### src/rtl/ebpc_dec_out_packer_if.sv
// rtl/ebpc_dec_out_packer_if.sv - decoded word input and packed beat output bundle
// Optional EBPC_DEC_OUT_PACKER_STALL_CNT_EN adds stall_cnt_o.
interface ebpc_dec_out_packer_if #(
    parameter int DATA_W = 8,
    parameter int PACK_N = 4,
    parameter int CNT_W  = 24
);
    logic [DATA_W-1:0]        data_i;
    logic                     vld_i;
    logic                     last_i;
    logic                     rdy_o;
    logic [PACK_N*DATA_W-1:0] data_o;
    logic [PACK_N-1:0]        strb_o;
    logic                     last_o;
    logic                     vld_o;
    logic                     rdy_i;
    logic [CNT_W-1:0]         cnt_o;
`ifdef EBPC_DEC_OUT_PACKER_STALL_CNT_EN
    logic [31:0]              stall_cnt_o;

    modport slave (
        input  data_i, vld_i, last_i, rdy_i,
        output rdy_o, data_o, strb_o, last_o, vld_o, cnt_o, stall_cnt_o
    );
    modport master (
        output data_i, vld_i, last_i, rdy_i,
        input  rdy_o, data_o, strb_o, last_o, vld_o, cnt_o, stall_cnt_o
    );
`else
    modport slave (
        input  data_i, vld_i, last_i, rdy_i,
        output rdy_o, data_o, strb_o, last_o, vld_o, cnt_o
    );
    modport master (
        output data_i, vld_i, last_i, rdy_i,
        input  rdy_o, data_o, strb_o, last_o, vld_o, cnt_o
    );
`endif
endinterface

### src/rtl/ebpc_dec_out_packer.sv
// rtl/ebpc_dec_out_packer.sv - packs PACK_N decoded words per beat, flushes with strobes on last
// Optional EBPC_DEC_OUT_PACKER_STALL_CNT_EN adds a saturating output stall counter.
module ebpc_dec_out_packer #(
    parameter int DATA_W = 8,
    parameter int PACK_N = 4,
    parameter int CNT_W  = 24
) (
    input  logic                  clk_i,
    input  logic                  rst_ni,
    ebpc_dec_out_packer_if.slave  bus
);
    localparam int IDX_W  = $clog2(PACK_N);
    localparam int BEAT_W = PACK_N * DATA_W;
    localparam logic [IDX_W-1:0] IDX_LAST = IDX_W'(PACK_N - 1);

    logic [IDX_W-1:0]  idx_q;
    logic [BEAT_W-1:0] pack_q;
    logic [CNT_W-1:0]  cnt_q;

    logic [BEAT_W-1:0] data_q;
    logic [PACK_N-1:0] strb_q;
    logic              last_q;
    logic              vld_q;
    logic [CNT_W-1:0]  cnt_out_q;

    logic              completes;
    logic              rdy;
    logic              in_fire;
    logic              out_fire;
    logic [CNT_W-1:0]  cnt_next;
    logic [BEAT_W-1:0] pack_merged;
    logic [PACK_N-1:0] strb_next;

    always_comb begin
        completes = (idx_q == IDX_LAST) || bus.last_i;
        // A non-completing word only touches the pack register, so it never waits on the output slot.
        rdy       = !completes || !vld_q || bus.rdy_i;
        in_fire   = bus.vld_i && rdy;
        out_fire  = vld_q && bus.rdy_i;
        cnt_next  = (&cnt_q) ? cnt_q : cnt_q + 1'b1;

        pack_merged = pack_q;
        strb_next   = '0;
        for (int k = 0; k < PACK_N; k++) begin
            if (idx_q == IDX_W'(k)) begin
                pack_merged[k*DATA_W +: DATA_W] = bus.data_i;
            end
            strb_next[k] = (IDX_W'(k) <= idx_q);
        end
    end

    always_ff @(posedge clk_i or negedge rst_ni) begin
        if (!rst_ni) begin
            idx_q     <= '0;
            pack_q    <= '0;
            cnt_q     <= '0;
            data_q    <= '0;
            strb_q    <= '0;
            last_q    <= 1'b0;
            vld_q     <= 1'b0;
            cnt_out_q <= '0;
        end else begin
            if (in_fire) begin
                if (completes) begin
                    data_q    <= pack_merged;
                    strb_q    <= strb_next;
                    last_q    <= bus.last_i;
                    cnt_out_q <= cnt_next;
                    idx_q     <= '0;
                    pack_q    <= '0;
                    cnt_q     <= bus.last_i ? '0 : cnt_next;
                end else begin
                    pack_q <= pack_merged;
                    idx_q  <= idx_q + 1'b1;
                    cnt_q  <= cnt_next;
                end
            end
            if (in_fire && completes) begin
                vld_q <= 1'b1;
            end else if (out_fire) begin
                vld_q <= 1'b0;
            end
        end
    end

    assign bus.rdy_o  = rdy;
    assign bus.data_o = data_q;
    assign bus.strb_o = strb_q;
    assign bus.last_o = last_q;
    assign bus.vld_o  = vld_q;
    assign bus.cnt_o  = cnt_out_q;

`ifdef EBPC_DEC_OUT_PACKER_STALL_CNT_EN
    logic [31:0] stall_q;

    always_ff @(posedge clk_i or negedge rst_ni) begin
        if (!rst_ni) begin
            stall_q <= '0;
        end else if (vld_q && !bus.rdy_i && !(&stall_q)) begin
            stall_q <= stall_q + 1'b1;
        end
    end

    assign bus.stall_cnt_o = stall_q;
`endif
endmodule

### src/flat_wrapper.sv
// flat-port wrapper written by rule: the top's interface ports become plain ports
module ebpc_dec_out_packer_flat 
#(
    parameter int DATA_W = 8,
    parameter int PACK_N = 4,
    parameter int CNT_W  = 24
)
  (clk_i, rst_ni, bus_data_i, bus_vld_i, bus_last_i, bus_rdy_i, bus_rdy_o, bus_data_o, bus_strb_o, bus_last_o, bus_vld_o, bus_cnt_o);
  ebpc_dec_out_packer_if #(.DATA_W(DATA_W), .PACK_N(PACK_N), .CNT_W(CNT_W)) bus_i ();
  input  logic clk_i;
  input  logic rst_ni;
  input wire logic [$bits(bus_i.data_i)-1:0] bus_data_i;
  input wire logic [$bits(bus_i.vld_i)-1:0] bus_vld_i;
  input wire logic [$bits(bus_i.last_i)-1:0] bus_last_i;
  input wire logic [$bits(bus_i.rdy_i)-1:0] bus_rdy_i;
  output wire logic [$bits(bus_i.rdy_o)-1:0] bus_rdy_o;
  output wire logic [$bits(bus_i.data_o)-1:0] bus_data_o;
  output wire logic [$bits(bus_i.strb_o)-1:0] bus_strb_o;
  output wire logic [$bits(bus_i.last_o)-1:0] bus_last_o;
  output wire logic [$bits(bus_i.vld_o)-1:0] bus_vld_o;
  output wire logic [$bits(bus_i.cnt_o)-1:0] bus_cnt_o;
  assign bus_i.data_i = bus_data_i;
  assign bus_i.vld_i = bus_vld_i;
  assign bus_i.last_i = bus_last_i;
  assign bus_i.rdy_i = bus_rdy_i;
  assign bus_rdy_o = bus_i.rdy_o;
  assign bus_data_o = bus_i.data_o;
  assign bus_strb_o = bus_i.strb_o;
  assign bus_last_o = bus_i.last_o;
  assign bus_vld_o = bus_i.vld_o;
  assign bus_cnt_o = bus_i.cnt_o;
  ebpc_dec_out_packer #(.DATA_W(DATA_W), .PACK_N(PACK_N), .CNT_W(CNT_W)) u_core (.clk_i(clk_i), .rst_ni(rst_ni), .bus(bus_i));
endmodule
### config.mk
export PLATFORM = sky130hd
export DESIGN_NAME = ebpc_dec_out_packer_flat
export DESIGN_NICKNAME = d
export VERILOG_FILES = /design/src/rtl/ebpc_dec_out_packer_if.sv /design/src/rtl/ebpc_dec_out_packer.sv /design/src/flat_wrapper.sv
export SDC_FILE = /design/constraint.sdc
export NUM_CORES = 1
export LEC_CHECK = 0
export BUFFER_PORTS_ARGS = -buffer_cell sky130_fd_sc_hd__buf_2
export CORE_MARGIN = 5
export CORE_UTILIZATION = 45
export CTS_CLUSTER_SIZE = 28
export DETAILED_ROUTE_END_ITERATION = 7
export PLACE_DENSITY = 0.7
export REMOVE_ABC_BUFFERS = 1
export SLEW_MARGIN = 10
export SYNTH_ARGS = -nofsm -noshare
export SYNTH_HDL_FRONTEND = slang
export SYNTH_SLANG_ARGS = --single-unit
### constraint.sdc
create_clock -name clk_i -period 3.8 [get_ports clk_i]
set_input_delay 0.38 -clock clk_i [delete_from_list [all_inputs] [get_ports clk_i]]
set_output_delay 0.38 -clock clk_i [all_outputs]
set_load 0.05 [all_outputs]
==> results of run 1 <==
-- cells in the final DEF, fill, tap and decap left out, types with 4 or more instances in the layout --
master	count
o31ai_1	5
inv_1	13
o21ai_0	65
clkbuf_16	17
o21ai_1	6
nor4_1	4
a22o_1	24
xnor2_1	9
and2_1	12
mux2i_1	33
nand4_1	13
a21oi_1	18
clkinv_2	5
ha_1	6
buf_4	10
a31oi_1	6
or3_1	4
nand2_1	85
nor2_1	23
a21o_1	5
nand3_1	16
and3_1	13
dfrtp_1	120
buf_2	74
-- synth_stat cells, drive strengths merged, types with 14 or more instances --
master	n
nor2	23
a21oi	18
nand2	85
a22o	24
nand4	14
nand3	16
clkbuf	18
o21ai	73
dfrtp	120
buf	22
mux2i	33
-- report_power, final --
group	total [mW]	switching, mW	internal [mW]	leakage [nW]
Clock	1.49	0.581	0.910	0.266
Sequential	1.55	0.113	1.44	1.62
Combinational	0.941	0.698	0.243	1.31
-- cell type report --
type,instances,area [µm²]
fillers,1131,5790
flip-flops and latches,120,3000
multi-input cells,404,2560
repair buffers,85,455
clock buffers,20,447
well taps,172,215
clock inverters,12,104
inverters,13,48.8
-- per-layer routing --
metal	global-route usage (%)	vias up
li1	-	2202
met2	29.6	131
met5	0	-
met4	7.27	0
met3	5.17	19
met1	28.0	2298
-- through the flow --
stage          hold WS (ns)  util, %  std cells
6_report              0.285     54.1        826
5_1_grt               0.286     54.1        826
4_1_cts               0.265     54.1        826
3_5_place_dp          0.376     49.7        793
3_3_place_gp          0.362     49.7        793
2_1_floorplan        0.0844        -        537
-- sequential cells by signal (all words and copies together), names as in the netlist --
| name | flops |
|---|---|
| u_core.bus.data_o | 32 |
| u_core.pack_q | 32 |
| u_core.bus.cnt_o | 24 |
| u_core.bus.strb_o | 4 |
| u_core.cnt_q | 24 |
| u_core.bus.vld_o | 1 |
| u_core.bus.last_o | 1 |
| u_core.idx_q | 2 |
-- cells by family (layout without fill, tap and decap cells) --
group	after synthesis	after routing	synth area share, %
XOR/XNOR	12	12	1.82
multiplexers	33	33	5.71
AO/OA/AOI/OAI	163	163	19.1
AND/OR/NAND/NOR	190	190	16.3
flip-flops	120	120	51.9
adder cells (fa/ha/maj)	6	6	1.30
buffers and inverters	53	130	3.89
-- worst register-to-register path: cells and delay by family, from the launching register on --
family                     cells  cell delay, ns
adders and majority gates      1            0.47
buffers and inverters          1            0.40
AOI/OAI and AO/OA              1            0.15
DFF                            1            0.42
and+or+nand+nor                2            1.24
-- worst paths after layout --
path	from	endpoint	slack, ns	cells after the start
worst max-delay path	u_core.idx_q[0]	u_core.bus.data_o[11]	0.98	5
worst min-delay path	bus_data_i[6]	u_core.pack_q[6]	0.28	2
worst max register to register	u_core.idx_q[0]	u_core.bus.data_o[11]	0.98	5
worst min register to register	u_core.bus.strb_o[0]	u_core.bus.strb_o[0]	0.47	1
max in group asynchronous	rst_ni	u_core.bus.cnt_o[23]	2.36	3
min in group asynchronous	rst_ni	u_core.bus.data_o[9]	0.48	2
-- timing repair --
item / in CTS / in global routing
endpoints found under the hold margin: 36 / 0
resized for setup: 0 / 0
endpoints found under the setup margin: 0 / 0
hold buffers: 1 / 0
==> results by group, run 1 <==
Outcome
  – Status: completed

Layout
  – Area grow syn2layout: 18.2%
  – Antenna diode count: 0
  – Final net count: 660
  – Post-route cell area: 6830 µm²
  – Share of cells above drive strength 1: 19.9%

Timing
  – Slew margin rel.: 25.6%
  – Fin crit share: 74.1%
  – Clock skew: 0.00649 ns
  – Fmax: 0.355 GHz
  – Actual slew at the worst max-slew pin: 1.11 ns
  – Fin. max-slew vios: 0
  – Setup TNS: 0 ns
  – RSZ-0062 raised after global routing: false
  – Period minus WS final: 2.82 ns
  – # setup viols final: 0
  – Final worst setup slack: 0.983 ns
  – Final Hold Vio Count: 0

Drt
  – Routed Antenna Nets: 0
  – Vias/cell: 5.63
  – Length of routed met3 wiring: 722 µm
  – Drt first-iter violations: 247
  – DR WL/cell: 17.3 µm
  – WL met1: 6.69 mm
  – DRC Markers: 0
  – DR pass1 iterations: 5
  – Routed via count: 4650
  – Routed wire length: 14.3 mm
  – WL met2: 6.66 mm
  – Uppermost layer routed: met4

Place
  – Pre-CTS setup slack: 1.00 ns
  – HPWL after DPL: 9.58 mm
  – Placer Congestion: 0.886
  – I/O Buffers: 75
  – Placement Cell Area: 6270 µm²

Synthesis
  – Synth warnings: 0
  – Area contributors post-synth: dfrtp_1, mux2i_1, o21ai_0, nand2_1, a22o_1
  – Avg Synthesized Cell Area: 10.0 µm²
  – Unique masters post-synth: 59
  – Most used DFF post-synth: dfrtp_1
  – Area leader, netlist: dfrtp_1
  – Synth Cell Area: 5780 µm²
  – EDFF count, synth: 0
  – Area fraction of the dominant cell type after synthesis: 51.9%
  – #FFs+latches synth: 120
  – Async S/R FF share, synth: 100%
  – Synthesized instance count: 577
  – Sequential cell area fraction in the yosys report: 51.9%

Die
  – Die Ht: 123 µm
  – # IOs: 76
  – Core Rows: 41
  – DIE AREA: 15200 µm²
  – Starting density of the core: 45.8%
  – Die W: 123 µm
  – Core area: 12600 µm²

Clock network
  – Inserted Clock Buffers: 17
  – Clock Sinks: 120
  – Clk slew on worst S/H paths: 0.06 ns
  – Root buffer cell: clkbuf_16
  – Post-CTS Setup Repair Bufs: 0
  – CTS Buffer Depth: 2
  – CTS tree: yes
  – H-tree levels: 4
  – Clk_lat worst skew: 0.42 ns

GRT
  – Initial antenna violation count: 0
  – Gr ovfl total: 0
  – First-pass GRT wire length: 23.5 mm
  – Vias in the first global route: 4571
  – Total global-route track usage: 19.9%
  – Largest net degree at the start of global routing: 94

Setup path
  – Worst endpoint required time: 4.08 ns
  – Startpoint types: register
  – Crit path buf inv count: 1
  – CP Capture Type: register
  – Maximum fanout along the worst path: 93
  – CP peak stage delay: 0.76 ns
  – CP Class: reg -> reg
  – Crit-path cells: ha_1 > nor2_1 > or3_4 > buf_4 > o21ai_0
  – CP top delay family: simple AND/OR/NAND/NOR gates
  – Worst Path Arrival: 3.10 ns
  – CP max-delay cell: or3_4

Job
  – Max Cap Viol: 0

Pwr
  – P_leak: 3.19 nW
  – Overall power: 3.98 mW
  – Peak supply drop: 0.000306 V
  – Pwr/cell area: 583 nW/µm²

Hold path
  – HP Class: in -> reg
Power figures use the tool's default switching activity.
==> run 2: changes to the inputs <==
--- a/config.mk
+++ b/config.mk
@@ -5,6 +5,7 @@
 export SDC_FILE = /design/constraint.sdc
 export NUM_CORES = 1
 export LEC_CHECK = 0
+export ABC_AREA = 1
 export BUFFER_PORTS_ARGS = -buffer_cell sky130_fd_sc_hd__buf_2
 export CORE_MARGIN = 5
 export CORE_UTILIZATION = 45
==> constraint.sdc (replaced) <==
create_clock -name clk_i -period 2.9 [get_ports clk_i]
set_input_delay 0.29 -clock clk_i [delete_from_list [all_inputs] [get_ports clk_i]]
set_output_delay 0.29 -clock clk_i [all_outputs]
set_load 0.05 [all_outputs]
==> results by group, run 2 <==
Drt
  – Uppermost layer routed: met4 (unchanged)
  – Length of routed met3 wiring: 704 µm (was 722 µm)
  – Vias/cell: 4.83 (was 5.63)
  – Routed Antenna Nets: 0 (unchanged)
  – WL met2: 6.15 mm (was 6.66 mm)
  – Drt first-iter violations: 297 (was 247)
  – WL met1: 6.08 mm (was 6.69 mm)
  – Routed via count: 4776 (was 4650)
  – DRC Markers: 0 (unchanged)
  – DR pass1 iterations: 6 (was 5)
  – Routed wire length: 13.1 mm (was 14.3 mm)
  – DR WL/cell: 13.3 µm (was 17.3 µm)

Die
  – Starting density of the core: 45.7% (was 45.8%)
  – Core area: 12500 µm² (was 12600 µm²)
  – # IOs: 76 (unchanged)
  – Core Rows: 41 (unchanged)
  – Die W: 123 µm (about the same)
  – DIE AREA: 15100 µm² (was 15200 µm²)
  – Die Ht: 123 µm (about the same)

Clock network
  – Root buffer cell: clkbuf_16 (unchanged)
  – H-tree levels: 4 (unchanged)
  – Post-CTS Setup Repair Bufs: 0 (unchanged)
  – Clk slew on worst S/H paths: 0.06 ns (about the same)
  – CTS Buffer Depth: 2 (unchanged)
  – Inserted Clock Buffers: 17 (unchanged)
  – Clock Sinks: 120 (unchanged)
  – CTS tree: yes (unchanged)
  – Clk_lat worst skew: 0.42 ns (about the same)

Outcome
  – Status: completed (unchanged)

GRT
  – Largest net degree at the start of global routing: 54 (was 94)
  – First-pass GRT wire length: 22.5 mm (was 23.5 mm)
  – Initial antenna violation count: 0 (unchanged)
  – Total global-route track usage: 19.1% (was 19.9%)
  – Gr ovfl total: 0 (unchanged)
  – Vias in the first global route: 4641 (was 4571)

Synthesis
  – Synth warnings: 0 (unchanged)
  – Unique masters post-synth: 25 (was 59)
  – Area fraction of the dominant cell type after synthesis: 52.5% (was 51.9%)
  – #FFs+latches synth: 120 (unchanged)
  – Avg Synthesized Cell Area: 7.89 µm² (was 10.0 µm²)
  – Most used DFF post-synth: dfrtp_1 (unchanged)
  – Area contributors post-synth: dfrtp_1, nand2_1, o21ai_0, inv_1, nand3_1 (was dfrtp_1, mux2i_1, o21ai_0, nand2_1, a22o_1)
  – Most common cell in the synthesized netlist: nand2_1 (was dfrtp_1)
  – Sequential cell area fraction in the yosys report: 52.5% (was 51.9%)
  – Synthesized instance count: 725 (was 577)
  – Area leader, netlist: dfrtp_1 (unchanged)
  – Synth Cell Area: 5720 µm² (was 5780 µm²)
  – EDFF count, synth: 0 (unchanged)
  – Post-synth top cells: nand2_1, dfrtp_1, o21ai_0, inv_1, nor2_1 (was dfrtp_1, nand2_1, o21ai_0, mux2i_1, a22o_1)
  – Async S/R FF share, synth: 100% (unchanged)

Layout
  – Commonest non-fill, non-tap cells in the layout: nand2_1, dfrtp_1, o21ai_0, buf_2, inv_1 (was dfrtp_1, nand2_1, buf_2, o21ai_0, mux2i_1)
  – Post-route cell area: 6850 µm² (was 6830 µm²)
  – Commonest non-fill, non-tap cell in the layout: nand2_1 (was dfrtp_1)
  – Util after Layout: 54.7% (was 54.1%)
  – Antenna diode count: 0 (unchanged)
  – Finished Layout Cells: 988 (was 826)
  – Area grow syn2layout: 19.8% (was 18.2%)
  – Share of cells above drive strength 1: 17.2% (was 19.9%)
  – FILL cells: 1268 (was 1131)
  – Final net count: 822 (was 660)

Place
  – Placer Congestion: 0.908 (was 0.886)
  – I/O Buffers: 75 (unchanged)
  – Placement Cell Area: 6230 µm² (was 6270 µm²)
  – HPWL after DPL: 8.87 mm (was 9.58 mm)
  – Pre-CTS setup slack: 0.849 ns (was 1.00 ns)
  – Inst Count DP: 955 (was 793)

Pwr
  – P_leak: 3.60 nW (was 3.19 nW)
  – Pwr/cell area: 765 nW/µm² (was 583 nW/µm²)
  – Peak supply drop: 0.000448 V (was 0.000306 V)

Setup path
  – CP Capture Type: register (unchanged)
  – CP max-delay cell: dfrtp_1 (was or3_4)
  – Reg-to-Reg Start: u_core.idx_q[0] (unchanged)
  – Worst Path Arrival: 2.43 ns (was 3.10 ns)
  – Worst endpoint required time: 3.26 ns (was 4.08 ns)
  – Crit-path cells: ha_1 > or2_4 > nand3_4 > nand2_4 > inv_2 > nand2_2 > inv_2 > buf_12 > nand2_1 > nand2_1 (was ha_1 > nor2_1 > or3_4 > buf_4 > o21ai_0)
  – CP Class: reg -> reg (unchanged)
  – Maximum fanout along the worst path: 27 (was 93)
  – Worst Setup SP: u_core.idx_q[0] (unchanged)
  – Startpoint types: register (unchanged)
  – CP peak stage delay: 0.40 ns (was 0.76 ns)

Timing
  – Fmax: 0.482 GHz (was 0.355 GHz)
  – Actual slew at the worst max-slew pin: 0.710 ns (was 1.11 ns)
  – Fin crit share: 71.5% (was 74.1%)
  – RSZ-0062 raised after global routing: false (unchanged)
  – Slew margin rel.: 52.6% (was 25.6%)
  – # setup viols final: 0 (unchanged)
  – Clock skew: 0.0110 ns (was 0.00649 ns)
  – Final worst setup slack: 0.827 ns (was 0.983 ns)
  – Min Hold Slack: 0.147 ns (was 0.285 ns)
  – Period minus WS final: 2.07 ns (was 2.82 ns)
  – Final Hold Vio Count: 0 (unchanged)
  – Fin. max-slew vios: 0 (unchanged)

Hold path
  – Hold Crit Start: bus_rdy_i (was bus_data_i[6])
  – HP Class: in -> reg (unchanged)

Job
  – Max Cap Viol: 0 (unchanged)
==> run 2: cell types whose count changed after synthesis, sizes merged, moves of 9 or more <==
| cell | delta |
|---|---|
| inv | +50 |
| clkbuf | -9 |
| a22o | -24 |
| xnor2 | -9 |
| a21oi | -18 |
| and3 | -13 |
| nor2 | +11 |
| mux2i | -26 |
| nand2 | +256 |
| nand3 | +18 |
| and2 | -12 |
==> run 2: cells by family after synthesis <==
family / after synthesis / share of synthesized area (%)
AND/OR/NAND/NOR: 419 / 30.2
XOR/XNOR: 3 / 0.459
buffers and inverters: 91 / 7.26
flip-flops: 120 / 52.5
adder cells (fa/ha/maj): 6 / 1.31
multiplexers: 8 / 1.42
AO/OA/AOI/OAI: 78 / 6.89
==> run 2: path summary, 6_finish.rpt <==
kind	to	slack [ns]	depth (start not counted)
max	u_core.bus.data_o[10]	0.83	10
min	u_core.bus.vld_o	0.15	4
max reg2reg	u_core.bus.data_o[10]	0.83	10
min reg2reg	u_core.bus.strb_o[0]	0.46	1
max in group asynchronous	u_core.bus.cnt_o[20]	1.66	3
min in group asynchronous	u_core.cnt_q[14]	0.48	2
==> run 2: area by class of cell <==
type	instances	area (µm²)	area share [%]
well taps	172	215	3.14
clock buffers	22	494	7.21
clock inverters	10	116	1.70
inverters	63	236	3.45
multi-input cells	514	2300	33.6
flip-flops and latches	120	3000	43.8
repair buffers	87	483	7.05
==> run 2: power by group <==
part	total [mW]	internal, mW	switching, mW	leakage, nW
Combinational	1.14	0.256	0.881	1.68
Clock	2.13	1.38	0.754	0.299
Sequential	1.97	1.87	0.104	1.62
Total	5.24	3.50	1.74	3.60
==> run 2: metrics by stage <==
step                      setup TNS, ns  power [mW]
final                                 0        5.24
after detailed placement              0        3.14
after CTS                             0        5.30
after global routing                  0        5.51
after global placement                0        3.13
after floorplan                  -12.17        2.80
==> run 2: worst max-delay path, delay by kind of cell, from the launching register on <==
family,cells,cell delay [ns]
adders and majority gates,1,0.22
buffers and inverters,3,0.68
DFF,1,0.40
and+or+nand+nor,6,0.68
==> run 2: timing repair <==
| action | in CTS | in global routing |
|---|---|---|
| hold endpoints to repair | 49 | 0 |
| hold buffers | 1 | 0 |
| gates resized for setup | 0 | 0 |
| endpoints found under the setup margin | 0 | 0 |
==> run 2: routing by layer <==
layer / vias to the layer above / track usage, %
met4: 0 / 5.95
li1: 2409 / -
met5: - / 0
met1: 2250 / 25.1
met2: 100 / 29.9
met3: 17 / 6.73
==> run 3: changes to the inputs <==
==> constraint.sdc (replaced) <==
create_clock -name clk_i -period 2 [get_ports clk_i]
set_input_delay 0.2 -clock clk_i [delete_from_list [all_inputs] [get_ports clk_i]]
set_output_delay 0.2 -clock clk_i [all_outputs]
set_load 0.05 [all_outputs]
==> results by group, run 3 (same netlist as run 2, synthesis figures left out) <==
Clock network
  – Inserted Clock Buffers: 17 (unchanged)
  – Clk slew on worst S/H paths: 0.06 ns (about the same)
  – H-tree levels: 4 (unchanged)
  – Root buffer cell: clkbuf_16 (unchanged)
  – CTS tree: yes (unchanged)
  – CTS Buffer Depth: 2 (unchanged)
  – Clock Sinks: 120 (unchanged)
  – Clk_lat worst skew: 0.43 ns (was 0.42 ns)

Layout
  – Finished Layout Cells: 996 (was 988)
  – Commonest non-fill, non-tap cells in the layout: nand2_1, dfrtp_1, o21ai_0, buf_2, inv_1 (unchanged)
  – Commonest non-fill, non-tap cell in the layout: nand2_1 (unchanged)
  – Area grow syn2layout: 20.8% (was 19.8%)
  – Share of cells above drive strength 1: 17.8% (was 17.2%)
  – Antenna diode count: 0 (unchanged)
  – Util after Layout: 55.2% (was 54.7%)
  – FF+latch area: 3000 µm² (unchanged)
  – Area of the multi-input gates: 2300 µm² (unchanged)
  – Final net count: 830 (was 822)
  – Post-route cell area: 6910 µm² (was 6850 µm²)
  – FILL cells: 1205 (was 1268)

Drt
  – Routed via count: 4778 (was 4776)
  – Routed Antenna Nets: 0 (unchanged)
  – Drt first-iter violations: 251 (was 297)
  – Vias/cell: 4.80 (was 4.83)
  – DR pass1 iterations: 5 (was 6)
  – DRC Markers: 0 (unchanged)
  – Routed wire length: 13.4 mm (was 13.1 mm)
  – DR WL/cell: 13.4 µm (was 13.3 µm)

Outcome
  – Status: completed (unchanged)

Setup path
  – Startpoint types: register (unchanged)
  – CP Class: reg -> out (was reg -> reg)
  – Crit path buf inv count: 1 (was 3)
  – CP top delay family: flip-flops (was simple AND/OR/NAND/NOR gates)
  – Crit-path cells: ha_1 > or2_4 > nand3_4 > buf_2 (was ha_1 > or2_4 > nand3_4 > nand2_4 > inv_2 > nand2_2 > inv_2 > buf_12 > nand2_1 > nand2_1)
  – CP peak stage delay: 0.41 ns (was 0.40 ns)
  – CP max-delay cell: dfrtp_1 (unchanged)
  – Worst Path Arrival: 1.65 ns (was 2.43 ns)
  – Maximum fanout along the worst path: 4 (was 27)
  – CP Capture Type: primary output (was register)
  – Worst endpoint required time: 1.80 ns (was 3.26 ns)

Die
  – # IOs: 76 (unchanged)
  – Starting density of the core: 45.7% (unchanged)
  – Die W: 123 µm (unchanged)
  – Core area: 12500 µm² (unchanged)
  – DIE AREA: 15100 µm² (unchanged)
  – Core Rows: 41 (unchanged)
  – Die Ht: 123 µm (unchanged)

Timing
  – Clock skew: 0.00631 ns (was 0.0110 ns)
  – Fin. max-slew vios: 0 (unchanged)
  – Period minus WS final: 1.85 ns
  – Actual slew at the worst max-slew pin: 0.450 ns (was 0.710 ns)
  – Final worst setup slack: 0.151 ns (was 0.827 ns)
  – Fmax: 0.541 GHz
  – # setup viols final: 0 (unchanged)
  – Slew margin rel.: 70.0% (was 52.6%)
  – Fin crit share: 92.4%
  – RSZ-0062 raised after global routing: false (unchanged)
  – Final Hold Vio Count: 0 (unchanged)

Job
  – Max Cap Viol: 0 (unchanged)

GRT
  – Total global-route track usage: 19.8% (was 19.1%)
  – Largest net degree at the start of global routing: 44 (was 54)
  – Initial antenna violation count: 0 (unchanged)
  – Vias in the first global route: 4878 (was 4641)
  – First-pass GRT wire length: 23.4 mm (was 22.5 mm)
  – Gr ovfl total: 0 (unchanged)

Pwr
  – Sw frac: 34.7% (was 33.2%)
  – Peak supply drop: 0.000695 V (was 0.000448 V)
  – Power Internal: 4.81 mW (was 3.50 mW)
  – P_leak: 3.63 nW (was 3.60 nW)
  – P_sw: 2.55 mW (was 1.74 mW)
  – Overall power: 7.36 mW (was 5.24 mW)
  – Logic pwr share: 23.6% (was 21.7%)
  – Pwr/cell area: 1070 nW/µm² (was 765 nW/µm²)
  – Power share of the sequential group: 38.8% (was 37.7%)
  – Clock Power Share: 37.7% (was 40.7%)

Place
  – I/O Buffers: 75 (unchanged)
  – Placement Cell Area: 6350 µm² (was 6230 µm²)
  – Pre-CTS setup slack: 0.159 ns (was 0.849 ns)
  – Placer Congestion: 0.895 (was 0.908)
  – HPWL after DPL: 9.12 mm (was 8.87 mm)
  – Inst Count DP: 963 (was 955)

Hold path
  – HP Class: in -> reg (unchanged)
## run 3: cell types whose count changed in the layout (fill, tap and decap cells not counted), sizes merged
cell,previous run,this run
buf,86,94
bufinv,2,0
clkbuf,22,21
clkinv,5,6
clkinvlp,2,4
## run 3: tightest hold or removal path, stage by stage
cell and delay, ns:
buf_2 0.07, inv_1 0.07, nand2_1 0.06, nand2_1 0.04
## run 3: path summary, 6_finish.rpt
path	endpoint	slack, ns	cells past startpoint	startpoint
hold / removal	u_core.bus.vld_o	0.06	4	bus_rdy_i
setup / recovery	bus_rdy_o	0.15	4	u_core.idx_q[1]
setup reg to reg	u_core.bus.data_o[28]	0.17	9	u_core.idx_q[1]
max in group asynchronous	u_core.cnt_q[23]	1.01	3	rst_ni
min in group asynchronous	u_core.bus.cnt_o[3]	0.27	2	rst_ni
hold reg to reg	u_core.pack_q[28]	0.46	2	u_core.pack_q[28]
## run 3: layout make-up
class                   count  area share (%)
repair buffers             95            8.82
clock buffers              21            6.81
well taps                 172            3.11
inverters                  63            3.42
flip-flops and latches    120            43.5
clock inverters            11            1.05
multi-input cells         514            33.3
## run 3: metal layers
| layer | routed length (µm) | vias up | share of wire [%] | GRT usage, % |
|---|---|---|---|---|
| li1 | - | 2427 | - | - |
| met1 | 5990 | 2212 | 45 | 24.7 |
| met2 | 6430 | 118 | 48 | 32.3 |
| met3 | 696 | 21 | 5.2 | 6.31 |
| met4 | 243 | 0 | 1.8 | 7.35 |
| met5 | 0 | - | 0 | 0 |
## run 3: timing repair
item	in CTS	in global routing
setup buffers	0	0
hold endpoints to repair	30	0
resized for setup	0	1
setup endpoints to repair	0	1
hold buffers	1	0
## run 3: stage by stage
stage               hold slack (ns)  TNS, ns
global route                 0.0579        0
CTS                          0.0442        0
floorplan                   -0.0956   -70.25
global placement              0.181        0
finish                       0.0610        0
detailed placement            0.175        0
## run 3: power by group through the flow
| stage | logic, mW | clock network, mW | registers (mW) |
|---|---|---|---|
| after floorplan | 0.521 | 0 | 3.54 |
| after global placement | 1.72 | 0 | 2.89 |
| after detailed placement | 1.75 | 0 | 2.89 |
| after CTS | 1.76 | 2.85 | 2.86 |
| after global routing | 1.90 | 2.97 | 2.89 |
| final | 1.73 | 2.77 | 2.86 |
